===== src/rtl/rvvi_retire_arbiter.sv =====
// Per-hart retire-event FIFOs merged round-robin onto one ready/valid stream,
// with sticky overflow / order-gap flags and a saturating drop counter.
module rvvi_retire_arbiter #(
    parameter int NHART = 2,
    parameter int XLEN  = 32,
    parameter int ILEN  = 32,
    parameter int DEPTH = 4,
    localparam int HW   = (NHART > 1) ? $clog2(NHART) : 1
) (
    input  logic                  clk,
    input  logic                  reset_n,
    input  logic [NHART-1:0]      in_valid,
    input  logic [64*NHART-1:0]   in_order,
    input  logic [XLEN*NHART-1:0] in_pc,
    input  logic [ILEN*NHART-1:0] in_insn,
    input  logic [NHART-1:0]      in_trap,
    input  logic [2*NHART-1:0]    in_mode,
    output logic                  out_valid,
    input  logic                  out_ready,
    output logic [HW-1:0]         out_hart,
    output logic [63:0]           out_order,
    output logic [XLEN-1:0]       out_pc,
    output logic [ILEN-1:0]       out_insn,
    output logic                  out_trap,
    output logic [1:0]            out_mode,
    output logic [NHART-1:0]      overflow,
    output logic [NHART-1:0]      order_err,
    output logic [15:0]           drop_cnt,
    input  logic                  clr_err
);

    localparam int AW = $clog2(DEPTH);

    typedef struct packed {
        logic [63:0]     order;
        logic [XLEN-1:0] pc;
        logic [ILEN-1:0] insn;
        logic            trap;
        logic [1:0]      mode;
    } entry_t;

    // Handshake: an event transfers on a clk edge where out_valid && out_ready;
    // out_valid and all out_* fields come straight from flops and hold while stalled.

    entry_t          mem_q [NHART][DEPTH];
    entry_t          mem_d [NHART][DEPTH];
    logic [AW-1:0]   wr_ptr_q [NHART];
    logic [AW-1:0]   wr_ptr_d [NHART];
    logic [AW-1:0]   rd_ptr_q [NHART];
    logic [AW-1:0]   rd_ptr_d [NHART];
    logic [AW:0]     cnt_q [NHART];
    logic [AW:0]     cnt_d [NHART];
    logic [63:0]     last_order_q [NHART];
    logic [63:0]     last_order_d [NHART];
    logic [NHART-1:0] seen_q, seen_d;
    logic [NHART-1:0] overflow_q, overflow_d;
    logic [NHART-1:0] order_err_q, order_err_d;
    logic [15:0]     drop_cnt_q, drop_cnt_d;
    logic [HW-1:0]   rr_ptr_q, rr_ptr_d;
    logic            out_valid_q, out_valid_d;
    logic [HW-1:0]   out_hart_q, out_hart_d;
    entry_t          out_q, out_d;

    logic            load_en;
    logic            found;
    logic [HW-1:0]   gnt;
    int              idx;
    logic [NHART-1:0] pop, push, drop, full;
    logic [3:0]      n_drop;
    logic [15:0]     drop_base;
    logic [16:0]     drop_sum;
    entry_t          wr_ev;

    always_comb begin
        mem_d        = mem_q;
        wr_ptr_d     = wr_ptr_q;
        rd_ptr_d     = rd_ptr_q;
        cnt_d        = cnt_q;
        last_order_d = last_order_q;
        seen_d       = seen_q;
        rr_ptr_d     = rr_ptr_q;
        out_valid_d  = out_valid_q;
        out_hart_d   = out_hart_q;
        out_d        = out_q;
        overflow_d   = clr_err ? '0 : overflow_q;
        order_err_d  = clr_err ? '0 : order_err_q;
        drop_base    = clr_err ? '0 : drop_cnt_q;
        load_en      = !out_valid_q || out_ready;
        found        = 1'b0;
        gnt          = '0;
        idx          = 0;
        pop          = '0;
        push         = '0;
        drop         = '0;
        full         = '0;
        n_drop       = '0;
        wr_ev        = '0;

        // Cyclic search for the first non-empty FIFO starting at rr_ptr.
        for (int i = 0; i < NHART; i++) begin
            idx = int'(rr_ptr_q) + i;
            if (idx >= NHART) idx = idx - NHART;
            if (!found && cnt_q[idx] != '0) begin
                found = 1'b1;
                gnt   = HW'(idx);
            end
        end

        if (load_en) begin
            if (found) begin
                out_valid_d = 1'b1;
                out_hart_d  = gnt;
                out_d       = mem_q[gnt][rd_ptr_q[gnt]];
                rr_ptr_d    = (gnt == HW'(NHART - 1)) ? '0 : gnt + 1'b1;
            end else begin
                out_valid_d = 1'b0;
            end
        end

        for (int h = 0; h < NHART; h++) begin
            pop[h]  = load_en && found && (gnt == HW'(h));
            full[h] = (cnt_q[h] == (AW + 1)'(DEPTH));
            push[h] = in_valid[h] && (!full[h] || pop[h]);
            drop[h] = in_valid[h] && full[h] && !pop[h];

            wr_ev.order = in_order[64*h +: 64];
            wr_ev.pc    = in_pc[XLEN*h +: XLEN];
            wr_ev.insn  = in_insn[ILEN*h +: ILEN];
            wr_ev.trap  = in_trap[h];
            wr_ev.mode  = in_mode[2*h +: 2];

            if (push[h]) begin
                mem_d[h][wr_ptr_q[h]] = wr_ev;
                wr_ptr_d[h]           = wr_ptr_q[h] + 1'b1;
            end
            if (pop[h]) rd_ptr_d[h] = rd_ptr_q[h] + 1'b1;
            if (push[h] && !pop[h]) cnt_d[h] = cnt_q[h] + 1'b1;
            if (!push[h] && pop[h]) cnt_d[h] = cnt_q[h] - 1'b1;

            // Order check applies to dropped events too, so a drop never masks a gap.
            if (in_valid[h]) begin
                if (seen_q[h] && wr_ev.order != last_order_q[h] + 64'd1) order_err_d[h] = 1'b1;
                last_order_d[h] = wr_ev.order;
                seen_d[h]       = 1'b1;
            end
            if (drop[h]) overflow_d[h] = 1'b1;
            n_drop = n_drop + {3'b000, drop[h]};
        end

        drop_sum   = {1'b0, drop_base} + {13'd0, n_drop};
        drop_cnt_d = drop_sum[16] ? 16'hFFFF : drop_sum[15:0];
    end

    always_ff @(posedge clk or negedge reset_n) begin
        if (!reset_n) begin
            for (int h = 0; h < NHART; h++) begin
                for (int d = 0; d < DEPTH; d++) mem_q[h][d] <= '0;
                wr_ptr_q[h]     <= '0;
                rd_ptr_q[h]     <= '0;
                cnt_q[h]        <= '0;
                last_order_q[h] <= '0;
            end
            seen_q      <= '0;
            overflow_q  <= '0;
            order_err_q <= '0;
            drop_cnt_q  <= '0;
            rr_ptr_q    <= '0;
            out_valid_q <= 1'b0;
            out_hart_q  <= '0;
            out_q       <= '0;
        end else begin
            mem_q        <= mem_d;
            wr_ptr_q     <= wr_ptr_d;
            rd_ptr_q     <= rd_ptr_d;
            cnt_q        <= cnt_d;
            last_order_q <= last_order_d;
            seen_q       <= seen_d;
            overflow_q   <= overflow_d;
            order_err_q  <= order_err_d;
            drop_cnt_q   <= drop_cnt_d;
            rr_ptr_q     <= rr_ptr_d;
            out_valid_q  <= out_valid_d;
            out_hart_q   <= out_hart_d;
            out_q        <= out_d;
        end
    end

    assign out_valid = out_valid_q;
    assign out_hart  = out_hart_q;
    assign out_order = out_q.order;
    assign out_pc    = out_q.pc;
    assign out_insn  = out_q.insn;
    assign out_trap  = out_q.trap;
    assign out_mode  = out_q.mode;
    assign overflow  = overflow_q;
    assign order_err = order_err_q;
    assign drop_cnt  = drop_cnt_q;

endmodule


===== config.mk =====
export PLATFORM = sky130hd
export DESIGN_NAME = rvvi_retire_arbiter
export DESIGN_NICKNAME = d
export VERILOG_FILES = /design/src/rtl/rvvi_retire_arbiter.sv
export SDC_FILE = /design/constraint.sdc
export NUM_CORES = 2
export LEC_CHECK = 0
export BUFFER_PORTS_ARGS = -buffer_cell sky130_fd_sc_hd__buf_2
export CAP_MARGIN = 10
export CORE_AREA = 2 2 383 669
export DETAILED_ROUTE_END_ITERATION = 8
export DIE_AREA = 0 0 385 671
export SETUP_SLACK_MARGIN = 0.3
export SYNTH_ARGS = -nofsm -noshare
export SYNTH_HDL_FRONTEND = slang
export SYNTH_SLANG_ARGS = --single-unit

===== constraint.sdc =====
create_clock -name clk -period 9.9 [get_ports clk]
set_input_delay 0.495 -clock clk [delete_from_list [all_inputs] [get_ports clk]]
set_output_delay 0.495 -clock clk [all_outputs]
set_load 0.05 [all_outputs]

# After elaboration in Yosys (flattened, before gate mapping)
# Index checks and enable logic that the tools add are counted.
# classes
n_div	0
reduce_logical	36
bitwise	7
n_mul	0
muxes	43
n_lt_le_gt_ge	10
addsub	16
n_eq_ne	4
shifts	0
# op_table
operator	count
524-bit two-way mux	3
524-bit bitwise mux	2
131-bit demux with 2-bit select	2
131-bit two-way mux	4
131-bit binary-select mux with 2-bit select	1
64-bit by 1-bit adder with 64-bit output, second input constant	2
64-bit != test	2
32-bit by 2-bit >= comparator with 1-bit output, second input constant	2
32-bit two-way mux	2
32-bit inverter	2
16-bit two-way mux	2
3-bit two-way mux	10
1-bit logical AND	18
16-bit by 2-bit adder with 17-bit output	1
1-bit two-way mux	12
2-bit two-way mux	5
3-bit >= comparator, second input constant	3
2-bit inverter with 3-bit output	3
2-bit by 1-bit adder with 2-bit output, second input constant	4
1-bit logical NOT	8
2-bit nonzero test	4
3-bit by 1-bit adder with 3-bit output, second input constant	2
3-bit == test, second input constant	2
3-bit by 1-bit < comparator with 1-bit output, second input constant	2
13 further kinds	18
# totals
elab_cells	178
mem_bits_ro	0
memories	0
mem_bits_rw	0
latch_bits	0
regBits	1346

# Depth between registers and ports, before layout
# depth
ltp_word	19
ltp_mapped	13

# Least setup slack after synthesis
# Ideal clock, no wire load.
# synth_timing
path_type	reg-to-reg
start	reg last_order_q[18] (netlist name)
end	reg order_err_q[1] (netlist: order_err[1])
t_arrival_ns	3.081
n_path_buf	1
t_required_ns	9.759
period_less_slack_ns	3.221
stages_incl_launch_ff	11
setup_ns	0.141
setup_slack_ns	6.679
cell_sequence	dfrtp_1 buf_2 nand4_2 or4_4 or4_4 xnor2_1 a2111oi_0 o2111ai_1 or4_1 nor4_2 o221ai_1
# synth_between
elab_chain_len	5
# synth_lines
item	line_no	text
from (decl)	53	logic [63:0] last_order_q [NHART];
from (signal assigned)	176	last_order_q <= last_order_d;
64-bit by 1-bit adder with 64-bit output	142	if (seen_q[h] && wr_ev.order != last_order_q[h] + 64'd1) order_err_d[h] = 1'b1;
64-bit != test	142	
1-bit logical AND	142	
1-bit two-way mux	142	
1-bit two-way mux	141	if (in_valid[h]) begin
named net order_err_d[1]	57	logic [NHART-1:0] order_err_q, order_err_d;
to (signal assigned)	179	order_err_q <= order_err_d;
to (decl)	57	
# The timed path passes the listed nets, and every way through them passes these cells.
# A chain may end at the register's enable or synchronous reset.

# Final worst setup path
# layout_timing
start	reg cnt_q[3] (netlist name)
end	reg out_q (netlist bit out_order[13])
# layout_between
elab_chain_len	16
# layout_lines
item	line_no	text
from (decl)	51	logic [AW:0] cnt_q [NHART];
from (signal assigned)	175	cnt_q <= cnt_d;
3-bit two-way mux (not written as such) (3 in a row)	103	if (!found && cnt_q[idx] != '0) begin
3-bit nonzero test	103	
1-bit two-way mux	103	
1-bit logical NOT	103	
1-bit logical AND	103	
1-bit two-way mux	103	
1-bit inverter with 2-bit output (not written as such)	113	out_d = mem_q[gnt][rd_ptr_q[gnt]];
2-bit two-way mux (not written as such) (3 in a row)	113	
2-bit inverter with 3-bit output (not written as such)	113	
131-bit binary-select mux with 2-bit select	113	
131-bit two-way mux (not written as such) (2 in a row)	113	
to (signal assigned)	184	out_q <= out_d;
to (decl)	62	entry_t out_q, out_d;
# Several ways; a longest one is shown, not always the timed one. The select of a mux whose other input is x is not followed.

==> results_dict.tcl <==
set metrics [dict create \
    status "complete, no violations" \
    overflow 0 \
    synth_top_family_by_area "multiplexers" \
    cts_made_buffers 147 \
    area_delta_synth_final_pct 18.9 \
    setup_tns_ns 0 \
    synth-xor-area-share_pct 2.92 \
    first_pass_iters 8 \
    cpPeakStageDelay_ns 0.73 \
    ys.warnings.count 0 \
    boundaryPins 421 \
    cts.sinks 1346 \
    dp_hpwl_um 139000 \
    worst_pin_slew_ns 1.20 \
    drt-total-wl_um 213000 \
    fp.dieH_um 671 \
    portBuffers 420 \
    h-tree-depth 4 \
    grt_pass1_vias 48400 \
    ant_nets 0 \
    setup_violations 0 \
    totalPowerFinal_w 0.0269 \
    comb_power_share_pct 44.6 \
    synthSimpleGateAreaFrac_pct 14.3 \
    worstPathCellList "nor3_1 > o21a_4 > nand2_1 > nand2_4 > buf_4 > buf_4 > nand2_1 > and3_1 > a311oi_1 > a31oi_1 > o21ai_0" \
    cts.path.max_buffers 4 \
    fin_skew_ns 0.0583 \
    ys.flop_type "dfrtp_1" \
    synthTopCellsByArea "dfrtp_1 (53%), mux2_2 (21%), nand2_1 (7.7%)" \
    relSlewSlack_pct 20.1 \
    drv_slew 0 \
    wl_per_cell_um 22.3 \
    clk_pin_slew_worst_paths_ns 0.06 \
    async_reset_ff_share_pct 100 \
    num-nets-final 6399 \
    drc 0 \
    root_buffer "clkbuf_16" \
    dr.first_iter.drc_count 3109 \
    grt_first_pass_wirelength_um 317000 \
    fin_cells 9567 \
    p_sw_w 0.0110 \
    post-cts-setup-buffers 0 \
    grt_use_total_pct 16.1 \
    required_ns 10.57 \
    stdcell_area_mm2 0.0749 \
    p_clk_share_pct 20.5 \
    ys_seq_elements 1346 \
    yosysUniqueCellTypes 67 \
    vias 47200 \
    cts_tree "built" \
    grt_max_degree 177 \
    cp_max_fo 65 \
    fp.dieW_um 385 \
    dieArea_mm2 0.258 \
    worst_hold_slack_ns 0.0515 \
    synth_edf_count 0 \
    crit_type "reg2reg" \
    yosysTopAreaCellShare_pct 53.5 \
    p_seq_share_pct 35.0 \
    synth_area_mm2 0.0630 \
    synthMuxAreaShare_pct 20.9 \
    n_fill_cell 25800 \
    ir_worst_vdd_uv 513 \
    gp_congestion 0.916 \
    dpl.cell_count 9131 \
    syn_avg_cell_area_um2 11.0 \
    rsz0062_at_grt "no" \
    min_path_type "in2reg" \
    p_per_area_mw_per_mm2 360 \
    slowest_stage "o21a_4" \
    internal-power_w 0.0160 \
    initial_core_util_pct 24.9 \
    sw_frac_of_total_pct 40.8 \
    cap_violations 0 \
    drive_above_1_share_pct 30.3 \
    antenna_found_initial 107 \
    clock_latency_ns 0.81 \
    arrival_ns 5.29 \
    finalHoldViolations 0 \
    worstSetupEndpointType "flip-flop" \
    viasPerCell 4.93 \
    synth-compound-area-share_pct 5.59 \
    syn_inst 5721 \
    place_area_mm2 0.0685 \
    seq_area_frac_synth_pct 53.5 \
    min_period_ns 4.62 \
    min_period_over_period_pct 46.7 \
    rows 244 \
    synth_fa_ha_area_share_pct 0.369 \
    p_leak_nw 31.9 \
    syn-num-nets 6005 \
    yosys.area.top_type "dfrtp_1" \
    fmax_ghz 0.216 \
    cp-start-kind "flip-flop" \
    core_mm2 0.252 \
]
layer usage:
metal	wire length, um	global-route usage [%]
met2	104000	27.3
met4	8930	6.28
met1	84300	19.5
met3	15900	3.91
met5	210	0
critical path: cells and delay by family (launching register included):
kind | cells | cell delay [ns]
flip-flops | 1 | 0.42
AND/OR/NAND/NOR | 5 | 1.61
buffers and inverters | 2 | 1.17
AO/OA/AOI/OAI | 4 | 1.24
power groups by stage:
stage | combinational (W) | clock (W) | sequential, W
CTS | 0.0121 | 0.00567 | 0.00941
global placement | 0.0118 | 0 | 0.00934
detailed placement | 0.0120 | 0 | 0.00949
finish | 0.0120 | 0.00551 | 0.00942
global route | 0.0131 | 0.00588 | 0.00973
floorplan | 0.00787 | 0 | 0.00993
registers in the layout, summed over array words and instances, names as in the netlist, 2 cells and up:
signal and flops:
cnt_q 6, drop_cnt 16, last_order_q 128, mem_q 1048, order_err 2, out_insn 32
out_mode 2, out_order 64, out_pc 32, overflow 2, rd_ptr_q 4, seen_q 2
wr_ptr_q 4
layout by cell type (no fill, tap or decap), types with 132 or more instances in the layout:
master	netlist	final
buf_2	5	417
dfrtp_1	1346	1346
o21ai_0	179	179
clkbuf_16	0	149
a311oi_1	132	132
xnor2_1	149	149
nand2_1	1298	1289
dlygate4sd3_1	0	156
nand3_1	321	321
mux2_2	1160	1160
a31oi_1	146	146
and3_1	161	161
stage by stage:
| step | util (%) | setup slack, ns |
|---|---|---|
| finish | 29.7 | 5.28 |
| global route | 29.6 | 4.85 |
| detailed placement | 27.1 | 5.27 |
| CTS | 29.6 | 5.21 |
| global placement | 27.1 | 5.26 |
| floorplan | - | 6.68 |
repair_timing:
item | 4_1_cts | 5_1_grt
hold buffers | 156 | 0
endpoints found under the hold margin | 693 | 0
gates resized for setup | 0 | 0
synthesized netlist by cell type, drive strengths merged (5+ instances only):
library cell  count
and4             15
nor4             21
buf              30
nand3           321
ha               13
nor2             56
nor4b             6
o21ai           180
and3            161
a311oi          132
clkbuf          355
xor2             61
nor2b            10
nand2          1298
o21a              5
or4               5
dfrtp          1346
a31oi           146
mux2           1160
inv              31
mux2i             8
a21oi            24
a2111oi           6
nand2b           13
o211ai            7
xnor2           149
nand4            55
nor3             45
logic make-up (layout without fill, tap and decap cells):
| family | Yosys count | in the layout |
|---|---|---|
| flops | 1346 | 1346 |
| simple gates | 2029 | 2029 |
| compound gates | 535 | 535 |
| fa+ha+maj | 17 | 17 |
| other cells | 0 | 34 |
| xor+xnor | 210 | 210 |
| buf+inv | 416 | 907 |
| mux | 1168 | 1168 |
worst paths after layout:
kind,startpoint,endpoint,slack [ns],cells after the start
max,cnt_q[3],out_order[13],5.28,11
min,in_order[75],last_order_q[11],0.05,3
max reg2reg,cnt_q[3],out_order[13],5.28,11
min reg2reg,out_insn[4],out_insn[4],0.47,2
max in group asynchronous,reset_n,drop_cnt[4],7.08,4
min in group asynchronous,reset_n,mem_q[388],0.31,2
layout make-up:
class                   instances  area, um^2  area share [%]
multi-input cells            3959       27900            37.2
repair buffers                630        4250            5.68
diodes                         34        85.1           0.114
clock buffers                 202        4160            5.55
well taps                    3321        4160            5.55
clock inverters                44         562           0.750
flip-flops and latches       1346       33700            45.0
inverters                      31         116           0.155
No activity file was read; power rests on OpenSTA's default activity.
